--- src/rtl/hazard_stall_ctrl_pkg.sv ---
// Shared types and constants for the MIPS pipeline front-end hazard control.
//   hz_state_t   : sequencer state (RUN = normal/detecting, HOLD = extended stall)
//   REG_ZERO     : register specifier of $zero, which never creates a dependency
//   HZ_LEN_*     : hazard lengths reported by hazard_detect (stall cycles needed)
package mips_pipe_pkg;

  typedef enum logic {
    HZ_RUN  = 1'b0,
    HZ_HOLD = 1'b1
  } hz_state_t;

  localparam int REG_ZERO = 0;

  localparam logic [1:0] HZ_LEN_NONE = 2'd0;
  localparam logic [1:0] HZ_LEN_ONE  = 2'd1;
  localparam logic [1:0] HZ_LEN_TWO  = 2'd2;

endpackage

--- src/rtl/hazard_stall_ctrl_if.sv ---
// Bundle between ID/EX decode logic and the hazard sequencer.
//   Inputs to the sequencer : ID operand fields/usage, branch info, EX load/write/dest,
//                             imem_wait
//   Outputs of the sequencer: pc_le, if_id_le, id_ex_bubble, pc_src_sel, stall_active,
//                             stall_cycles (saturating hazard-stall counter)
//   master : the pipeline side driving decode info
//   slave  : the hazard_stall_ctrl block
interface hazard_stall_ctrl_if #(
  parameter int REG_W = 5,
  parameter int CNT_W = 16
);
  logic [REG_W-1:0] id_rs;
  logic [REG_W-1:0] id_rt;
  logic             id_uses_rs;
  logic             id_uses_rt;
  logic             id_is_branch;
  logic             id_branch_taken;
  logic             ex_mem_read;
  logic             ex_reg_write;
  logic [REG_W-1:0] ex_dest;
  logic             imem_wait;

  logic             pc_le;
  logic             if_id_le;
  logic             id_ex_bubble;
  logic             pc_src_sel;
  logic             stall_active;
  logic [CNT_W-1:0] stall_cycles;

  modport master (
    output id_rs, id_rt, id_uses_rs, id_uses_rt, id_is_branch, id_branch_taken,
           ex_mem_read, ex_reg_write, ex_dest, imem_wait,
    input  pc_le, if_id_le, id_ex_bubble, pc_src_sel, stall_active, stall_cycles
  );

  modport slave (
    input  id_rs, id_rt, id_uses_rs, id_uses_rt, id_is_branch, id_branch_taken,
           ex_mem_read, ex_reg_write, ex_dest, imem_wait,
    output pc_le, if_id_le, id_ex_bubble, pc_src_sel, stall_active, stall_cycles
  );
endinterface

--- src/rtl/hazard_stall_ctrl_detect.sv ---
// hazard_detect: purely combinational comparison of the ID instruction's source
// operands against the EX destination; reports how many stall cycles are needed.
//   id_rs/id_rt, id_uses_rs/id_uses_rt, id_is_branch : ID instruction info
//   ex_mem_read, ex_reg_write, ex_dest               : EX instruction info
//   hz_len_o                                         : 0, 1 or 2 stall cycles
module hazard_detect
  import mips_pipe_pkg::*;
#(
  parameter int REG_W = 5
) (
  input  logic [REG_W-1:0] id_rs,
  input  logic [REG_W-1:0] id_rt,
  input  logic             id_uses_rs,
  input  logic             id_uses_rt,
  input  logic             id_is_branch,
  input  logic             ex_mem_read,
  input  logic             ex_reg_write,
  input  logic [REG_W-1:0] ex_dest,
  output logic [1:0]       hz_len_o
);
  logic dest_live;
  logic m_rs;
  logic m_rt;
  logic dep;

  // Writes to $zero are discarded, so they never produce a dependency.
  assign dest_live = (ex_dest != REG_W'(REG_ZERO));
  assign m_rs      = dest_live && id_uses_rs && (ex_dest == id_rs);
  assign m_rt      = dest_live && id_uses_rt && (ex_dest == id_rt);
  assign dep       = m_rs || m_rt;

  always_comb begin
    hz_len_o = HZ_LEN_NONE;
    if (dep) begin
      if (ex_mem_read) begin
        // Branches compare in ID, so a load feeding them needs one extra cycle.
        hz_len_o = id_is_branch ? HZ_LEN_TWO : HZ_LEN_ONE;
      end else if (ex_reg_write && id_is_branch) begin
        hz_len_o = HZ_LEN_ONE;
      end
    end
  end
endmodule

--- src/rtl/hazard_stall_ctrl.sv ---
// hazard_stall_ctrl: pipeline front-end sequencer. Holds PC and IF/ID and inserts
// ID/EX bubbles for load-use / branch-operand hazards (1-2 cycles), freezes on
// instruction-memory wait, and counts hazard stall cycles (saturating).
//   clk   : rising-edge clock
//   reset : synchronous, active-high
//   bus   : hazard_stall_ctrl_if.slave (decode/EX info in, pipeline controls out)
module hazard_stall_ctrl
  import mips_pipe_pkg::*;
#(
  parameter int REG_W = 5,
  parameter int CNT_W = 16
) (
  input  logic               clk,
  input  logic               reset,
  hazard_stall_ctrl_if.slave bus
);
  hz_state_t        state_q, state_d;
  logic [1:0]       cnt_q, cnt_d;
  logic [CNT_W-1:0] stall_cycles_q, stall_cycles_d;
  logic [1:0]       hz_len;
  logic             stall;
  logic             stall_eff;

  hazard_detect #(.REG_W(REG_W)) u_detect (
    .id_rs        (bus.id_rs),
    .id_rt        (bus.id_rt),
    .id_uses_rs   (bus.id_uses_rs),
    .id_uses_rt   (bus.id_uses_rt),
    .id_is_branch (bus.id_is_branch),
    .ex_mem_read  (bus.ex_mem_read),
    .ex_reg_write (bus.ex_reg_write),
    .ex_dest      (bus.ex_dest),
    .hz_len_o     (hz_len)
  );

  always_comb begin
    state_d = state_q;
    cnt_d   = cnt_q;
    stall   = 1'b0;
    // imem_wait freezes the sequencer entirely; detection is ignored.
    if (!bus.imem_wait) begin
      case (state_q)
        HZ_RUN: begin
          if (hz_len != HZ_LEN_NONE) begin
            stall = 1'b1;
            if (hz_len == HZ_LEN_TWO) begin
              cnt_d   = 2'd1;
              state_d = HZ_HOLD;
            end
          end
        end
        HZ_HOLD: begin
          stall = 1'b1;
          cnt_d = cnt_q - 2'd1;
          if (cnt_q == 2'd1) begin
            state_d = HZ_RUN;
          end
        end
        default: state_d = HZ_RUN;
      endcase
    end
  end

  assign stall_eff = stall && !reset;

  always_comb begin
    stall_cycles_d = stall_cycles_q;
    if (stall_eff && !(&stall_cycles_q)) begin
      stall_cycles_d = stall_cycles_q + CNT_W'(1);
    end
  end

  always_ff @(posedge clk) begin
    if (reset) begin
      state_q        <= HZ_RUN;
      cnt_q          <= 2'd0;
      stall_cycles_q <= '0;
    end else begin
      state_q        <= state_d;
      cnt_q          <= cnt_d;
      stall_cycles_q <= stall_cycles_d;
    end
  end

  // Reset and imem_wait both hold the front end with a bubble but are not
  // hazard stalls; a taken branch is deferred while any hold is in effect.
  always_comb begin
    bus.pc_le        = 1'b1;
    bus.if_id_le     = 1'b1;
    bus.id_ex_bubble = 1'b0;
    bus.pc_src_sel   = bus.id_branch_taken;
    bus.stall_active = 1'b0;
    if (reset || bus.imem_wait || stall) begin
      bus.pc_le        = 1'b0;
      bus.if_id_le     = 1'b0;
      bus.id_ex_bubble = 1'b1;
      bus.pc_src_sel   = 1'b0;
      bus.stall_active = stall_eff && !bus.imem_wait;
    end
  end

  assign bus.stall_cycles = stall_cycles_q;
endmodule

--- src/flat_wrapper.sv ---
// flat-port wrapper written by rule: the top's interface ports become plain ports
module hazard_stall_ctrl_flat import mips_pipe_pkg::*;
#(
  parameter int REG_W = 5,
  parameter int CNT_W = 16
)
  (clk, reset, bus_id_rs, bus_id_rt, bus_id_uses_rs, bus_id_uses_rt, bus_id_is_branch, bus_id_branch_taken, bus_ex_mem_read, bus_ex_reg_write, bus_ex_dest, bus_imem_wait, bus_pc_le, bus_if_id_le, bus_id_ex_bubble, bus_pc_src_sel, bus_stall_active, bus_stall_cycles);
  hazard_stall_ctrl_if #(.REG_W(REG_W), .CNT_W(CNT_W)) bus_i ();
  input  logic clk;
  input  logic reset;
  input wire logic [$bits(bus_i.id_rs)-1:0] bus_id_rs;
  input wire logic [$bits(bus_i.id_rt)-1:0] bus_id_rt;
  input wire logic [$bits(bus_i.id_uses_rs)-1:0] bus_id_uses_rs;
  input wire logic [$bits(bus_i.id_uses_rt)-1:0] bus_id_uses_rt;
  input wire logic [$bits(bus_i.id_is_branch)-1:0] bus_id_is_branch;
  input wire logic [$bits(bus_i.id_branch_taken)-1:0] bus_id_branch_taken;
  input wire logic [$bits(bus_i.ex_mem_read)-1:0] bus_ex_mem_read;
  input wire logic [$bits(bus_i.ex_reg_write)-1:0] bus_ex_reg_write;
  input wire logic [$bits(bus_i.ex_dest)-1:0] bus_ex_dest;
  input wire logic [$bits(bus_i.imem_wait)-1:0] bus_imem_wait;
  output wire logic [$bits(bus_i.pc_le)-1:0] bus_pc_le;
  output wire logic [$bits(bus_i.if_id_le)-1:0] bus_if_id_le;
  output wire logic [$bits(bus_i.id_ex_bubble)-1:0] bus_id_ex_bubble;
  output wire logic [$bits(bus_i.pc_src_sel)-1:0] bus_pc_src_sel;
  output wire logic [$bits(bus_i.stall_active)-1:0] bus_stall_active;
  output wire logic [$bits(bus_i.stall_cycles)-1:0] bus_stall_cycles;
  assign bus_i.id_rs = bus_id_rs;
  assign bus_i.id_rt = bus_id_rt;
  assign bus_i.id_uses_rs = bus_id_uses_rs;
  assign bus_i.id_uses_rt = bus_id_uses_rt;
  assign bus_i.id_is_branch = bus_id_is_branch;
  assign bus_i.id_branch_taken = bus_id_branch_taken;
  assign bus_i.ex_mem_read = bus_ex_mem_read;
  assign bus_i.ex_reg_write = bus_ex_reg_write;
  assign bus_i.ex_dest = bus_ex_dest;
  assign bus_i.imem_wait = bus_imem_wait;
  assign bus_pc_le = bus_i.pc_le;
  assign bus_if_id_le = bus_i.if_id_le;
  assign bus_id_ex_bubble = bus_i.id_ex_bubble;
  assign bus_pc_src_sel = bus_i.pc_src_sel;
  assign bus_stall_active = bus_i.stall_active;
  assign bus_stall_cycles = bus_i.stall_cycles;
  hazard_stall_ctrl #(.REG_W(REG_W), .CNT_W(CNT_W)) u_core (.clk(clk), .reset(reset), .bus(bus_i));
endmodule
--- config.mk ---
export PLATFORM = sky130hd
export DESIGN_NAME = hazard_stall_ctrl_flat
export DESIGN_NICKNAME = d
export VERILOG_FILES = /design/src/rtl/hazard_stall_ctrl_pkg.sv /design/src/rtl/hazard_stall_ctrl_if.sv /design/src/rtl/hazard_stall_ctrl_detect.sv /design/src/rtl/hazard_stall_ctrl.sv /design/src/flat_wrapper.sv
export SDC_FILE = /design/constraint.sdc
export NUM_CORES = 1
export LEC_CHECK = 0
export BUFFER_PORTS_ARGS = -buffer_cell sky130_fd_sc_hd__clkbuf_2
export CORE_ASPECT_RATIO = 0.5
export CORE_MARGIN = 4
export CORE_UTILIZATION = 35
export CTS_CLUSTER_SIZE = 20
export DETAILED_ROUTE_END_ITERATION = 8
export GPL_ROUTABILITY_DRIVEN = 0
export GPL_TIMING_DRIVEN = 0
export HOLD_SLACK_MARGIN = 0.12
export PLACE_DENSITY = 0.59
export SYNTH_ARGS = -nofsm -noshare
export SYNTH_HDL_FRONTEND = slang
export SYNTH_SLANG_ARGS = --single-unit
--- constraint.sdc ---
create_clock -name clk -period 3 [get_ports clk]
set_input_delay 0.6 -clock clk [delete_from_list [all_inputs] [get_ports clk]]
set_output_delay 0.6 -clock clk [all_outputs]
set_load 0.01 [all_outputs]
== After elaboration in Yosys (flattened, before gate mapping) ==
Index checks and enable logic that the tools add are counted.

* Multiplexer cells: 18
* Equal/unequal tests: 6
* Reduce and logical (&&, ||, !) cells: 18
* $add $sub $neg: 2
* Bitwise logic cells: 2

{| class="wikitable"
|+ Operators by type and width
! operator !! number
|-
| adder 16 x 1 -> 16 bit (second input constant) || 1
|-
| AND reduction 16 bit || 1
|-
| == test 5 bit || 2
|-
| two-way mux 1 bit || 10
|-
| two-way mux 2 bit || 5
|-
| logical AND 1 bit || 8
|-
| nonzero test 5 bit || 1
|-
| != test 2 x 1 -> 1 bit (second input constant) || 2
|-
| one-hot mux 1 bit (2 select lines) || 2
|-
| one-hot mux 2 bit (2 select lines) || 1
|-
| logical NOT 1 bit || 3
|-
| logical OR 1 bit || 3
|-
| AND reduction 3 bit || 1
|-
| == test 2 x 1 -> 1 bit (second input constant) || 1
|-
| == test 2 bit (second input constant) || 1
|-
| NOT 1 bit || 2
|-
| nonzero test 2 bit || 1
|-
| subtractor 2 x 1 -> 2 bit (second input constant) || 1
|}

* Register bits after elaboration: 19

== Logic depth before layout (Yosys ltp) ==
* Depth after elaboration: 12
* Gate-level depth with buffers: 7
* Depth with buffers taken out: 6

== Hierarchy ==
Synthesis repeated with hierarchy kept, for this count alone.

* Cells, all modules: 146
* Area total of the unflattened synthesis: 1,212.4 um^2

{| class="wikitable"
|+ Modules (own cells, without submodules)
! module !! area an instance (um^2) !! sequential area each (um^2) !! cells each !! instances
|-
| hazard_stall_ctrl || 1,056.0 || 380.4 || 124 || 1
|-
| hazard_detect || 156.4 || 0.0 || 22 || 1
|}

== Worst setup path before layout ==
Ideal clock, no wire load.

* Path kind: input-to-output
* Start: input port bus_ex_dest[1]
* End: output port bus_pc_le
* Buffers on the path: 2
* Slack: 0.562 ns
* Stages on the path: 6
* Arrival time: 1.838 ns
* Cell sequence: nor3_1 -> nand2_1 -> a31oi_1 -> clkbuf_1 -> and2_1 -> buf_4

* Cells in the longest elaborated chain, start to end: 11

{| class="wikitable"
|+ Ends and longest elaborated chain
! what !! RTL line !! text
|-
| start: declaration || flat_wrapper.sv:19 || <nowiki>input wire logic [$bits(bus_i.ex_dest)-1:0] bus_ex_dest;</nowiki>
|-
| nonzero test 5 bit || hazard_stall_ctrl_detect.sv:27 || <nowiki>assign dest_live = (ex_dest != REG_W'(REG_ZERO));</nowiki>
|-
| logical AND 1 bit, on equally long branches (2 in a row) || hazard_stall_ctrl_detect.sv:28, hazard_stall_ctrl_detect.sv:29 ||
|-
| logical OR 1 bit * || hazard_stall_ctrl_detect.sv:30 || <nowiki>assign dep = m_rs || m_rt;</nowiki>
|-
| two-way mux 2 bit * || hazard_stall_ctrl_detect.sv:34 || <nowiki>if (dep) begin</nowiki>
|-
| nonzero test 2 bit * || hazard_stall_ctrl.sv:44 || <nowiki>if (hz_len != HZ_LEN_NONE) begin</nowiki>
|-
| two-way mux 1 bit * || hazard_stall_ctrl.sv:44 ||
|-
| one-hot mux 1 bit (2 select lines) * || hazard_stall_ctrl.sv:42 || <nowiki>case (state_q)</nowiki>
|-
| two-way mux 1 bit * || hazard_stall_ctrl.sv:41 || <nowiki>if (!bus.imem_wait) begin</nowiki>
|-
| logical OR 1 bit * || hazard_stall_ctrl.sv:93 || <nowiki>if (reset || bus.imem_wait || stall) begin</nowiki>
|-
| two-way mux 1 bit * || - ||
|-
| end: declaration || flat_wrapper.sv:21 || <nowiki>output wire logic [$bits(bus_i.pc_le)-1:0] bus_pc_le;</nowiki>
|}

Mark *: on every way between the ends. The rest lies on a longest branch, timed or not.

== Worst setup path after layout ==
* Start: input port bus_ex_dest[1]
* End: output port bus_pc_le

* Cells in the longest elaborated chain, start to end: 11

{| class="wikitable"
|+ Ends and longest elaborated chain
! what !! RTL line
|-
| nonzero test 5 bit || hazard_stall_ctrl_detect.sv:27
|-
| logical AND 1 bit, on equally long branches (2 in a row) || hazard_stall_ctrl_detect.sv:28, hazard_stall_ctrl_detect.sv:29
|-
| logical OR 1 bit * || hazard_stall_ctrl_detect.sv:30
|-
| two-way mux 2 bit * || hazard_stall_ctrl_detect.sv:34
|-
| nonzero test 2 bit * || hazard_stall_ctrl.sv:44
|-
| two-way mux 1 bit * || hazard_stall_ctrl.sv:44
|-
| one-hot mux 1 bit (2 select lines) * || hazard_stall_ctrl.sv:42
|-
| two-way mux 1 bit * || hazard_stall_ctrl.sv:41
|-
| logical OR 1 bit * || hazard_stall_ctrl.sv:93
|-
| two-way mux 1 bit * || hazard_stall_ctrl.sv:93
|}

Marked as above.

==> results.json <==
{
  "syn_inst": 142,
  "grt_remaining_overflow": 0,
  "drive_gt1_share_pct": 26.8,
  "cp.arrival_ns": 2.23,
  "r2r_slack_ns": 1.03,
  "whs_path_depth": 2,
  "hold_viol_final": 0,
  "drtIter0Drc": 90,
  "synth_seq_cells": 19,
  "yosysUniqueCellTypes": 34,
  "synthMuxAreaShare_pct": 1.00,
  "grt_pass1_wl_um": 4840,
  "port_buffers": 44,
  "syn_nets": 168,
  "crit_fanout": 10,
  "status": "complete, no violations",
  "synthXorXnorAreaFrac_pct": 7.79,
  "clockRootBuffer": "clkbuf_8",
  "synth_compound_area_share_pct": 22.2,
  "vias": 1219,
  "die_x_um": 88.2,
  "layout_min_cycle_time_ns": 2.83,
  "place_hpwl_um": 2320,
  "worstReg2RegStart": "u_core.bus.stall_cycles[2]",
  "worst_setup_path_start_kind": "primary input",
  "fp.dieArea_um2": 4240,
  "fmax_mhz": 354,
  "reg2regPathDepth": 6,
  "cts_tree": "yes",
  "start_util_pct": 37.1,
  "ioPinCount": 45,
  "fin_crit_sh_pct": 94.3,
  "postCtsSetupBuffers": 0,
  "leakage_nw": 0.551,
  "power_density_nw_per_um2": 342,
  "core_um2": 3030,
  "synthSimpleGateAreaFrac_pct": 27.6,
  "netlist_area_um2": 1120,
  "cp.required_ns": 2.40,
  "final_core_util_pct": 47.7,
  "dp.cells": 226,
  "areaGrowthSynthToFinish_pct": 28.6,
  "nFillCells": 339,
  "hold_buffers": 0,
  "antennaDiodeCount": 0,
  "track_usage_pct": 14.7,
  "drc": 0,
  "rows": 14,
  "synthAdderAreaFrac_pct": 2.22,
  "ir_drop_v": 0.000188,
  "endpoint_kind": "output port",
  "maxCapViolCount": 0,
  "r2r_end": "u_core.bus.stall_cycles[9]",
  "routed_wl_um": 2980,
  "setup_tns_ns": 0,
  "h-tree-depth": 1,
  "rsz0062_at_grt": "false",
  "drtAntennaViolNets": 0,
  "grt_max_degree": 11,
  "clock-sinks": 19,
  "min_to": "u_core.cnt_q[1]",
  "critical_path_class": "in2out",
  "tightestPinTransition_ns": 0.537,
  "wl_per_cell_um": 13.0,
  "grt_antenna_before_repair": 0,
  "finalClockSkew_ns": 0.00167,
  "final_nets": 217,
  "finalSetupViolations": 0,
  "drtPass1Iterations": 4,
  "slew_headroom_pct": 64.2,
  "seq_area_frac_synth_pct": 33.8,
  "grt_pass1_vias": 1089,
  "stdcell_count": 230,
  "die_h_um": 48.1,
  "syn_avg_cell_area_um2": 7.92,
  "path_clk_slew_ns": 0.07,
  "cts_buffer_depth": 2,
  "ys_warn_count": 0,
  "numCtsBuffers": 3,
  "synth_top_family_by_area": "simple AND/OR/NAND/NOR gates",
  "hp-start": "u_core.cnt_q[1]",
  "slew_violations": 0,
  "hold_path_class": "reg2reg",
  "clk-insertion-delay-late_ns": 0.25,
  "viasPerCell": 5.30,
  "postCtsResizedCells": 0
}
-- layer usage --
metal  wire, um  track usage (%)
met2       1290             25.0
met4         19             2.71
met3        203             4.30
met5          0                0
met1       1470             19.2
-- logic make-up after synthesis --
logic type,after synthesis
flip-flops,19
adder cells (fa/ha/maj),2
AND/OR/NAND/NOR,54
AO/OA/AOI/OAI,41
buffers and inverters,15
multiplexers,1
XOR/XNOR,10
-- worst max-delay path by stage --
stage / depth (start not counted) / end / start
2_1_floorplan: 6 / bus_pc_le / bus_ex_dest[1]
6_report: 8 / bus_pc_le / bus_ex_dest[1]
5_1_grt: 8 / bus_pc_le / bus_ex_dest[1]
3_3_place_gp: 8 / bus_pc_le / bus_ex_dest[1]
3_5_place_dp: 8 / bus_pc_le / bus_ex_dest[1]
4_1_cts: 8 / bus_pc_le / bus_ex_dest[1]
-- power breakdown --
part	internal [mW]	switching [mW]
Sequential	0.252	0.000402
Clock	0.0944	0.0849
Combinational	0.0290	0.0336
-- worst max-delay path, cell delays in order --
cell,delay (ns)
clkbuf_2,0.12
nor3_1,0.20
nand2_1,0.10
a31oi_2,0.37
clkbuf_1,0.38
and2_1,0.23
buf_4,0.11
clkbuf_2,0.12
-- Yosys cell counts (all sizes together) --
cell type	n	share of area [%]
nor3	2	0.89
and2	1	0.56
o41ai	3	2.3
ha	2	2.2
nand4	11	6.1
or3b	1	0.78
dfxtp	19	34
o31ai	5	3.3
or4b	1	0.89
clkbuf	6	2.0
o22ai	1	0.56
or3	8	4.4
xnor2	10	7.8
nand3	8	4.0
nor2	8	2.7
or4	3	2.0
a21o	1	0.67
buf	2	1.0
o311ai	3	2.3
a31oi	1	0.56
and3	2	1.1
nor2b	1	0.56
mux2	1	1.0
o21ai	9	4.0
a21oi	16	7.1
nor4	1	0.56
or2	1	0.56
inv	7	2.3
and4	1	0.78
nand2	5	1.7
o21a	2	1.3
-- state kept, by name (all words and copies together) (netlist names) --
name                     flops
u_core.bus.stall_cycles     16
u_core.state_q               1
u_core.cnt_q                 2
-- stage by stage --
step	total power, mW	hold slack, ns	cell area, um2	worst slack, ns
finish	0.495	0.479	1450	0.171
floorplan	0.291	0.449	1120	0.562
CTS	0.502	0.484	1440	0.0535
global route	0.515	0.498	1450	0.00579
detailed placement	0.321	0.473	1400	0.0576
global placement	0.321	0.471	1400	0.0285
-- placed cells by master (no fill, tap or decap), types with 3 or more instances in the layout --
master | netlist | layout
clkbuf_2 | 0 | 44
dfxtp_1 | 19 | 19
a21oi_1 | 16 | 16
nand4_1 | 11 | 11
xnor2_1 | 10 | 10
o21ai_0 | 9 | 9
nor2_1 | 8 | 8
or3_1 | 8 | 8
clkbuf_1 | 6 | 7
inv_1 | 7 | 7
nand3_1 | 7 | 7
nand2_1 | 5 | 5
o31ai_1 | 5 | 5
or4_1 | 3 | 3
o41ai_1 | 3 | 3
clkbuf_8 | 0 | 3
-- layout make-up --
cell class                      count  area, um2  share of cell area, %
Buffer                              8       33.8                   2.34
Clock buffer                        4       45.0                   3.11
Inverter                            7       26.3                   1.82
Multi-Input combinational cell    108        691                   47.8
Sequential cell                    19        380                   26.3
Tap cell                           40       50.0                   3.46
Timing Repair Buffer               44        220                   15.2
(Power assumes the default switching activity.)
